**config.mk**
```make
export PLATFORM = sky130hd
export DESIGN_NAME = ds_operand_bypass
export DESIGN_NICKNAME = d
export VERILOG_FILES = /design/src/rtl/ds_operand_bypass.sv
export SDC_FILE = /design/constraint.sdc
export NUM_CORES = 1
export LEC_CHECK = 0
export ABC_AREA = 1
export BUFFER_PORTS_ARGS = -buffer_cell sky130_fd_sc_hd__buf_2
export CAP_MARGIN = 15
export CORE_AREA = 2 2 152 154
export CTS_BUF_LIST = sky130_fd_sc_hd__clkbuf_2 sky130_fd_sc_hd__clkbuf_4 sky130_fd_sc_hd__clkbuf_8
export DETAILED_ROUTE_END_ITERATION = 8
export DIE_AREA = 0 0 154 156
export MAX_ROUTING_LAYER = met4
export PLACE_DENSITY_LB_ADDON = 0.25
export SYNTH_ARGS = -nofsm -noshare
export SYNTH_HDL_FRONTEND = slang
export SYNTH_SLANG_ARGS = --single-unit
```
**constraint.sdc**
```tcl
create_clock -name clk -period 4.25 [get_ports clk]
set_input_delay 0.85 -clock clk [delete_from_list [all_inputs] [get_ports clk]]
set_output_delay 0.85 -clock clk [all_outputs]
set_load 0.05 [all_outputs]
```
**src/rtl/ds_operand_bypass.sv**
```systemverilog
// Decode-stage operand unit: fs->ds pipeline register, handshake, rs/rt forwarding and interlock.
// Optional `DS_STALL_CNT_EN adds a saturating stall-cycle counter output (stall_cnt).
module ds_operand_bypass #(
    parameter int FW_STAGES = 3,
    parameter int DATA_W    = 32,
    parameter int REG_AW    = 5
) (
    input  logic                                    clk,
    input  logic                                    reset,
    input  logic                                    in_valid,
    output logic                                    in_allowin,
    input  logic [31:0]                             in_pc,
    input  logic [31:0]                             in_inst,
    input  logic                                    flush,
    output logic                                    out_valid,
    input  logic                                    out_allowin,
    output logic [31:0]                             out_pc,
    output logic [31:0]                             out_inst,
    output logic [REG_AW-1:0]                       rf_raddr1,
    output logic [REG_AW-1:0]                       rf_raddr2,
    input  logic [DATA_W-1:0]                       rf_rdata1,
    input  logic [DATA_W-1:0]                       rf_rdata2,
    input  logic [FW_STAGES*(2+REG_AW+DATA_W)-1:0]  fw_bus,
    output logic [DATA_W-1:0]                       rs_value,
    output logic [DATA_W-1:0]                       rt_value,
`ifdef DS_STALL_CNT_EN
    output logic [31:0]                             stall_cnt,
`endif
    output logic                                    stall
);
    localparam int SW = 2 + REG_AW + DATA_W;

    logic                               r_ds_valid;
    logic [31:0]                        r_pc;
    logic [31:0]                        r_inst;
    logic [FW_STAGES-1:0]               w_rdy;
    logic [FW_STAGES-1:0]               w_vld;
    logic [FW_STAGES-1:0][REG_AW-1:0]   w_dest;
    logic [FW_STAGES-1:0][DATA_W-1:0]   w_data;
    logic                               w_rs_hz;
    logic                               w_rt_hz;
    logic                               w_ready_go;

    // Per-source layout {ready,valid,dest,data}, source 0 in the LSBs.
    genvar g;
    generate
        for (g = 0; g < FW_STAGES; g++) begin : g_unpack
            assign w_data[g] = fw_bus[g*SW +: DATA_W];
            assign w_dest[g] = fw_bus[g*SW + DATA_W +: REG_AW];
            assign w_vld[g]  = fw_bus[g*SW + DATA_W + REG_AW];
            assign w_rdy[g]  = fw_bus[g*SW + DATA_W + REG_AW + 1];
        end
    endgenerate

    assign rf_raddr1 = r_inst[21 +: REG_AW];
    assign rf_raddr2 = r_inst[16 +: REG_AW];

    // Scan oldest to youngest so the youngest matching producer overrides.
    always_comb begin
        rs_value = rf_rdata1;
        rt_value = rf_rdata2;
        w_rs_hz  = 1'b0;
        w_rt_hz  = 1'b0;
        for (int i = FW_STAGES - 1; i >= 0; i--) begin
            if (w_vld[i] && (w_dest[i] == rf_raddr1) && (rf_raddr1 != '0)) begin
                rs_value = w_data[i];
                w_rs_hz  = !w_rdy[i];
            end
            if (w_vld[i] && (w_dest[i] == rf_raddr2) && (rf_raddr2 != '0)) begin
                rt_value = w_data[i];
                w_rt_hz  = !w_rdy[i];
            end
        end
    end

    assign w_ready_go = !(w_rs_hz || w_rt_hz);
    assign in_allowin = !r_ds_valid || (w_ready_go && out_allowin);
    assign out_valid  = r_ds_valid && w_ready_go;
    assign stall      = r_ds_valid && !w_ready_go;
    assign out_pc     = r_pc;
    assign out_inst   = r_inst;

    always_ff @(posedge clk) begin
        if (reset) begin
            r_ds_valid <= 1'b0;
            r_pc       <= '0;
            r_inst     <= '0;
        end else begin
            if (flush)
                r_ds_valid <= 1'b0;
            else if (in_allowin)
                r_ds_valid <= in_valid;
            if (in_valid && in_allowin) begin
                r_pc   <= in_pc;
                r_inst <= in_inst;
            end
        end
    end

`ifdef DS_STALL_CNT_EN
    logic [31:0] r_stall_cnt;

    always_ff @(posedge clk) begin
        if (reset)
            r_stall_cnt <= '0;
        else if (stall && (r_stall_cnt != '1))
            r_stall_cnt <= r_stall_cnt + 32'd1;
    end

    assign stall_cnt = r_stall_cnt;
`endif

endmodule

```
### Yosys cells after proc, flatten, opt, wreduce, memory -nomap -nowiden

Cells that the tools add are included.

| storage, ports and cells | value |
|---|---|
| register bits | 65 |
| output and inout port bits | 141 |
| logic and storage cells | 47 |

| operators by class | value |
|---|---|
| equality and inequality tests | 6 |
| muxes and demuxes | 12 |
| reductions and logical operators | 26 |

Operator list:

| kind | number |
|---|---|
| two-way mux 32 bit | 6 |
| equality test 5 bit | 6 |
| logical AND 1 bit | 16 |
| nonzero test 5 bit | 2 |
| two-way mux 1 bit | 6 |
| logical NOT 1 bit | 5 |
| logical OR 1 bit | 2 |
| OR reduction 2 bit | 1 |

### Depth between registers and ports, before layout

Gate-level depths: netlist of the first run.

| depth | value |
|---|---|
| word-level depth | 11 |
| gate-level depth with buffers | 18 |
| mapped depth without buffers | 15 |

### Worst setup path before layout of the first run

No wires, ideal clock.

| path | value |
|---|---|
| path kind | input-to-output |
| from | in fw_bus[35] |
| to | out rs_value[10] |
| arrival | 2.648 ns |
| required time | 3.400 ns |
| path slack | 0.752 ns |
| stages on the path | 8 |
| buffers on the path | 1 |
| path through | inv_1 > o21ai_1 > nor3_2 > nand2_2 > nand4_1 > clkbuf_1 > o22ai_1 > a21oi_1 |

| between the ends | value |
|---|---|
| longest elaborated chain between the ends | 4 |

Ends and longest elaborated chain:

| what | RTL line | text |
|---|---|---|
| from (decl) | 23 | `input logic [FW_STAGES*(2+REG_AW+DATA_W)-1:0] fw_bus,` |
| equality test 5 bit | 65 | `if (w_vld[i] && (w_dest[i] == rf_raddr1) && (rf_raddr1 != '0)) begin` |
| logical AND 1 bit (2 in a row) | 65 |  |
| two-way mux 32 bit | 65 |  |
| to (decl) | 24 | `output logic [DATA_W-1:0] rs_value,` |

Every way passes these cells.

### Worst setup path in the final report of the first run

| path | value |
|---|---|
| from | reg r_inst[21], in the netlist out_inst[21] |
| to | out rs_value[3] |

| between the ends | value |
|---|---|
| longest elaborated chain between the ends | 6 |

Ends and longest elaborated chain:

| what | RTL line | text |
|---|---|---|
| from (decl) | 35 | `logic [31:0] r_inst;` |
| from (signal assigned) | 95 | `r_inst <= in_inst;` |
| equality test 5 bit | 65 |  |
| logical AND 1 bit (2 in a row) | 65 |  |
| two-way mux 32 bit (2 in a row) | 65 |  |
| two-way mux 32 bit * | 65 |  |

Mark *: on every way between the ends. The rest lies on a longest branch, timed or not.

==> metrics.md, run 1 <==
| Metric | Value |
|---|---|
| Status | `finished clean` |
| Worst Tran Pin Value | `~1100 ps` |
| Crit-path max FO | `32` |
| Total track usage | `0.221` |
| Top post-synthesis cells by count | `nand2_1, a21oi_1, inv_1` |
| Area Growth Syn to Fin | `47.5%` |
| Vias in the first global route | `approximately 6900` |
| Synth Flop Type | `dfxtp_1` |
| Hold endpoint | `out_pc[13]` |
| Die ar. | `24000 sq um` |
| Setup Fix Bufs, Post-CTS | `0` |
| Syn_nets | `about 1100` |
| Num rows | `55` |
| Fmax | `between 200 and 300 MHz` |
| Initial antenna violation count | `3` |
| Total CTS buffers | `9` |
| ANT nets after route | `0` |
| RSZ-0062 raised after global routing | `no` |
| Clk slew on worst S/H paths | `90 ps` |
| Initial Util | `0.232` |
| Post-synthesis sequential area ratio | `0.251` |
| TritonCTS clock tree | `built` |
| Relative slew slack | `0.297` |
| Critical path required time | `~3400 ps` |
| Final net count | `1456` |
| Drt wl/cell | `between 15 and 20 um` |
| Worst R2R Setup Slack | `~1500 ps` |
| Final Setup Violations | `0` |
| DIE WIDTH | `154 um` |
| Hold/Removal Path Class | `reg2reg` |
| Synth area leader | `dfxtp_1` |
| Final Max Slew Viols | `0` |
| First-pass GRT wire length | `slightly above 40000 um` |
| Largest net degree at the start of global routing | `between 90 and 100` |
| Cell with the most instances after synthesis | `nand2_1` |
| Cell area after layout | `around 7700 sq um` |
| Placed inst area | `approximately 7400 sq um` |
| Yosys warns | `0` |
| DR vias/cell | `between 4 and 5` |
| Synth top area share | `0.251` |
| Leakage power | `about 4.2 nW` |
| Crit path time final | `between 3000 and 4000 ps` |
| Min-Delay Startpoint | `out_pc[13]` |
| GR Overflow Total | `0` |
| Worst VDD drop | `~0.16 mV` |
| WHS | `between 400 and 500 ps` |
| Final Skew | `about 16 ps` |
| Ranking of synthesized cells by area | `dfxtp_1, a21oi_1, nand2_1` |
| Non-filler cells, final | `approximately 1500` |
| Reg2reg path depth | `14` |
| Layout cells sized above 1 | `0.377` |
| Yosys reg bits | `65` |
| Crit. End Element | `primary output` |
| Port Buffers | `between 300 and 400` |
| R2R Path End | `out_inst[17]` |
| Worst hold path depth | `2` |
| Height of the die | `roughly 160 um` |
| Iter 0 DRT Violations | `approximately 430` |
| Library cells used by synthesis | `26` |
| R2R Path Start | `out_inst[21]` |
| Asr flop ratio synth | `0` |
| Fillers | `2561` |
| Max Root-Sink Buffers | `2` |
| Mapped Area | `about 5200 sq um` |
| Crit path DAT | `between 2000 and 3000 ps` |
| Dpl cells | `between 1000 and 1500` |
| Final count of hold timing violations | `0` |
| Setup TNS | `0 ps` |
| Post-Route WL | `about 28000 um` |
| Hold_buf cts | `0` |
| Post-cts sizing count | `0` |
| Synthesized area per cell | `around 6.0 sq um` |
| Hpwl dp | `approximately 21000 um` |
| DRC violation count after routing | `0` |
| Fin crit share | `0.848` |
| Sink Count | `65` |
| H-tree levels | `3` |
| Crit Path Class | `reg2out` |
| Io pins | `around 390` |
| Pre-Repair DR Iteration Count | `5` |
| Via count | `about 7500` |
| Startpoint types | `register` |
| Clk root buf | `clkbuf_8` |
| PD cells | `301 nW/um^2` |
| Mapped Cells | `roughly 870` |
| Post-synth EDFFs | `0` |
| # Max-Cap Violations | `0` |
| Worst skew pair latency | `between 300 and 400 ps` |
| Final RePlAce weighted congestion | `0.932` |
| Core region area | `roughly 22000 sq um` |
## critical path, cell delays in order, from the launching register on
cell and delay [ps]:
dfxtp_1 680, inv_2 110, nand2_1 130, nor2_4 60
nor3_2 160, nand2_2 110, nand4_1 80, buf_4 370
o22ai_1 120, a21oi_1 230, buf_2 310
## area by class of cell
class                      instances  area, sq um  share of cell area
clock buffer                       9          124              0.0162
clock inverter                     7         85.1              0.0111
antenna                            2         5.00            0.000654
timing repair buffer             408         2330               0.304
inverter                          90          338              0.0441
multi-input combinational        632         3120               0.407
sequential                        65         1300               0.170
tap                              285          357              0.0466
## metal layers
| layer | up-vias | track usage | wire (um) |
|---|---|---|---|
| li1 | 3624 | - | - |
| met1 | 3369 | 0.290 | 11800 |
| met2 | 402 | 0.329 | 12300 |
| met3 | 59 | 0.0556 | 2520 |
| met4 | 0 | 0.0788 | 932 |
| met5 | - | - | 0 |
## sequential cells by signal (all words and copies together), names as in the netlist
signal and flops:
out_inst 32, out_pc 32, r_ds_valid 1
## cells in the final DEF, fill, tap and decap left out, drive strengths merged, types with 3 or more instances in the layout
cell type	instances
nand4	67
nand3	15
inv	94
a21oi	195
o21ai	4
nor2	78
dfxtp	65
o22ai	65
nand2	192
clkbuf	9
xor2	6
nor3	5
xnor2	3
buf	408
## logic make-up after synthesis
group / share of synthesized area
buffers and inverters: 0.150
xor gates and xnor gates: 0.0152
and+or+nand+nor: 0.307
DFF: 0.251
AOI/OAI and AO/OA: 0.278
## how the worst max path moves through the flow
stage | start | endpoint | depth (start not counted)
after floorplan | fw_bus[35] | rs_value[10] | 8
after global placement | fw_bus[75] | rs_value[25] | 9
after detailed placement | fw_bus[34] | rs_value[25] | 10
after CTS | out_inst[21] | rs_value[25] | 10
after global routing | out_inst[21] | rs_value[10] | 10
final | out_inst[21] | rs_value[3] | 10
## power by group
part | internal [mW] | switching (mW) | total (mW)
Clock | 0.283 | 0.291 | 0.574
Combinational | 0.315 | 0.718 | 1.03
Sequential | 0.656 | 0.0411 | 0.698
## through the flow
step | setup WS, ps | utilization | total power, mW
4_1_cts | 638 | 0.341 | 2.33
2_1_floorplan | 752 | - | 1.37
5_1_grt | 517 | 0.342 | 2.43
3_5_place_dp | 829 | 0.332 | 1.74
3_3_place_gp | 815 | 0.332 | 1.74
6_report | 646 | 0.342 | 2.30
Power figures use the tool's default switching activity.
==> inputs of run 2 (changes only) <==
--- a/config.mk
+++ b/config.mk
@@ -8,10 +8,10 @@
 export ABC_AREA = 1
 export BUFFER_PORTS_ARGS = -buffer_cell sky130_fd_sc_hd__buf_2
 export CAP_MARGIN = 15
-export CORE_AREA = 2 2 152 154
+export CORE_AREA = 2 2 153 155
 export CTS_BUF_LIST = sky130_fd_sc_hd__clkbuf_2 sky130_fd_sc_hd__clkbuf_4 sky130_fd_sc_hd__clkbuf_8
 export DETAILED_ROUTE_END_ITERATION = 8
-export DIE_AREA = 0 0 154 156
+export DIE_AREA = 0 0 155 157
 export MAX_ROUTING_LAYER = met4
 export PLACE_DENSITY_LB_ADDON = 0.25
 export SYNTH_ARGS = -nofsm -noshare
==> constraint.sdc (replaced) <==
create_clock -name clk -period 3.6 [get_ports clk]
set_input_delay 0.72 -clock clk [delete_from_list [all_inputs] [get_ports clk]]
set_output_delay 0.72 -clock clk [all_outputs]
set_load 0.05 [all_outputs]
==> run 2 against run 1 <==
Effect of this change:
- highest routed layer unchanged
- wire length down 2.0%
- design area up 0.90%
- worst setup slack worse by 350 ps
- total power up 19%
- non-clock buffer count up 3
- hold slack worse by 2.6 ps
- global-route usage down 0.94 points
- sequential share of layout area down 0.15 points
- largest power group unchanged
==> metrics.md, run 2 (synthesized netlist as in run 1, its figures left out) <==
| Metric | Value |
|---|---|
| Iter 0 DRT Violations | `653 (was 428)` |
| Crit path time final | `approximately 3300 ps` |
| Port Buffers | `390 (unchanged)` |
| Worst skew pair latency | `350 ps (was 360 ps)` |
| Layout cells sized above 1 | `0.379 (was 0.377)` |
| Fmax | `~300 MHz` |
| CP Buf/Inv Count | `3 (unchanged)` |
| Area Growth Syn to Fin | `48.8% (was 47.5%)` |
| Fillers | `2561 (unchanged)` |
| Final RePlAce weighted congestion | `0.932 (about the same)` |
| Largest net degree at the start of global routing | `65 (was 98)` |
| Min-Delay Startpoint | `out_pc[14] (was out_pc[13])` |
| Setup TNS | `0 ps (unchanged)` |
| Reg2reg path depth | `14 (unchanged)` |
| Critical path required time | `2880 ps (was 3400 ps)` |
| Worst VDD drop | `0.230 mV (was 0.162 mV)` |
| Max Root-Sink Buffers | `2 (unchanged)` |
| Hold endpoint | `out_pc[14] (was out_pc[13])` |
| R2R Path End | `out_pc[24] (was out_inst[17])` |
| Total CTS buffers | `9 (unchanged)` |
| Initial antenna violation count | `3 (unchanged)` |
| Hold_buf cts | `0 (unchanged)` |
| Most common cell after layout, fill and taps aside | `buf_2 (unchanged)` |
| CP max stage delay | `590 ps (was 680 ps)` |
| GR Overflow Total | `0 (unchanged)` |
| Register Area | `1300 sq um (unchanged)` |
| Final net count | `1459 (was 1456)` |
| # Max-Cap Violations | `0 (unchanged)` |
| Pre-Repair DR Iteration Count | `7 (was 5)` |
| Clk slew on worst S/H paths | `70 ps (was 90 ps)` |
| Vias in the first global route | `6877 (was 6905)` |
| Total track usage | `0.211 (was 0.221)` |
| Area of the multi-input gates | `3120 sq um (unchanged)` |
| Crit path DAT | `2590 ps (was 2750 ps)` |
| Via count | `7465 (was 7454)` |
| Crit-path max FO | `32 (unchanged)` |
| Die ar. | `24300 sq um (was 24000 sq um)` |
| Io pins | `391 (unchanged)` |
| Crit-path cells | `inv_2 > or2_1 > nand3_1 > nor3_2 > nand2_2 > buf_4 > o22ai_1 > a21oi_1 > buf_2 (was inv_2 > nand2_1 > nor2_4 > nor3_2 > nand2_2 > nand4_1 > buf_4 > o22ai_1 > a21oi_1 > buf_2)` |
| Crit Path Class | `reg2out (unchanged)` |
| Post-cts sizing count | `0 (unchanged)` |
| TritonCTS clock tree | `built (unchanged)` |
| Drt wl/cell | `18.0 um (was 18.4 um)` |
| Top delay family on crit path | `buffers and inverters (unchanged)` |
| Clk root buf | `clkbuf_8 (unchanged)` |
| Initial Util | `0.231 (was 0.232)` |
| Sink Count | `65 (unchanged)` |
| DRC violation count after routing | `0 (unchanged)` |
| DIE WIDTH | `155 um (was 154 um)` |
| Height of the die | `157 um (was 156 um)` |
| DR vias/cell | `4.97 (was 4.98)` |
| ANT nets after route | `0 (unchanged)` |
| Leading cell types in the layout, fill and taps excluded | `buf_2, nand2_1, a21oi_1 (unchanged)` |
| Worst hold path depth | `2 (unchanged)` |
| Relative slew slack | `0.475 (was 0.297)` |
| Final count of hold timing violations | `0 (unchanged)` |
| Worst Tran Pin Value | `788 ps (was 1050 ps)` |
| H-tree levels | `3 (unchanged)` |
| Post-Route WL | `27000 um (was 27600 um)` |
| Num rows | `55 (unchanged)` |
| Startpoint types | `register (unchanged)` |
| Core region area | `22500 sq um (was 22400 sq um)` |
| Final Setup Violations | `0 (unchanged)` |
| Fin crit share | `0.918` |
| Dpl ws | `539 ps (was 829 ps)` |
| Hold/Removal Path Class | `reg2reg (unchanged)` |
| Crit path max-delay cell type | `dfxtp_1 (unchanged)` |
| Worst setup margin | `294 ps (was 646 ps)` |
| Final Skew | `13.8 ps (was 16.5 ps)` |
| Fin util | `0.343 (was 0.342)` |
| Setup Fix Bufs, Post-CTS | `0 (unchanged)` |
| Crit. End Element | `primary output (unchanged)` |
| RSZ-0062 raised after global routing | `no (unchanged)` |
| Hpwl dp | `20300 um (was 20800 um)` |
| R2R Path Start | `out_inst[16] (was out_inst[21])` |
| Leakage power | `4.25 nW (was 4.21 nW)` |
| Worst R2R Setup Slack | `890 ps (was 1480 ps)` |
| PD cells | `355 nW/um^2 (was 301 nW/um^2)` |
| Final Max Slew Viols | `0 (unchanged)` |
| Status | `finished clean (unchanged)` |
| First-pass GRT wire length | `39500 um (was 40400 um)` |
-- run 2: cell count changes in the layout (fill, tap and decap cells not counted), sizes merged --
cell / before / now
clkbuf: 9 / 10
bufinv: 1 / 2
buf: 408 / 411
clkinv: 0 / 3
clkinvlp: 2 / 0
inv: 94 / 91
-- run 2: metrics by stage --
| stage | hold WS [ps] | power, mW | instance area (sq um) | std cells |
|---|---|---|---|---|
| after floorplan | 532 | 1.62 | 5190 | 869 |
| after detailed placement | 463 | 2.05 | 7470 | 1482 |
| after global placement | 454 | 2.05 | 7470 | 1482 |
| final | 479 | 2.74 | 7720 | 1501 |
| after global routing | 502 | 2.89 | 7720 | 1501 |
| after CTS | 482 | 2.77 | 7700 | 1498 |
-- run 2: worst register-to-register path, cell delays in order (launching register included) --
cell     delay (ps)
dfxtp_1         590
inv_2           130
nand2_1          80
nand4_1         110
nor2_1          190
nand3_1          90
nand2_1          80
nand2_1          50
nand2_1         140
nand2_1         110
nand2_2          70
buf_4           540
nand4_1         280
nand2_1         120
nor2_1           40
-- run 2: worst max path at each step --
stage	cells past startpoint	end	slack (ps)	start
final	9	rt_value[2]	290	out_inst[16]
after global routing	9	rt_value[18]	150	out_inst[16]
after CTS	9	rt_value[18]	220	out_inst[16]
after detailed placement	11	rs_value[31]	540	fw_bus[113]
after global placement	11	rs_value[5]	530	fw_bus[113]
after floorplan	10	rs_value[10]	270	out_inst[23]
-- run 2: layer usage --
metal	part of all wire	track usage
met2	0.47	0.343
met1	0.42	0.263
met5	0	-
met3	0.079	0.0441
met4	0.030	0.0692
-- run 2: layout make-up --
type	instances	area share
Timing Repair Buffer	411	0.308
Inverter	90	0.0437
Tap cell	285	0.0462
Clock buffer	10	0.0170
Antenna cell	2	0.000648
Sequential cell	65	0.169
Clock inverter	6	0.0118
Multi-Input combinational cell	632	0.404
-- run 2: report_power, final --
group	switching (mW)	leakage (nW)	total (mW)	internal (mW)
Combinational	0.841	3.60	1.21	0.371
Sequential	0.0479	0.540	0.823	0.775
Clock	0.308	0.114	0.710	0.402
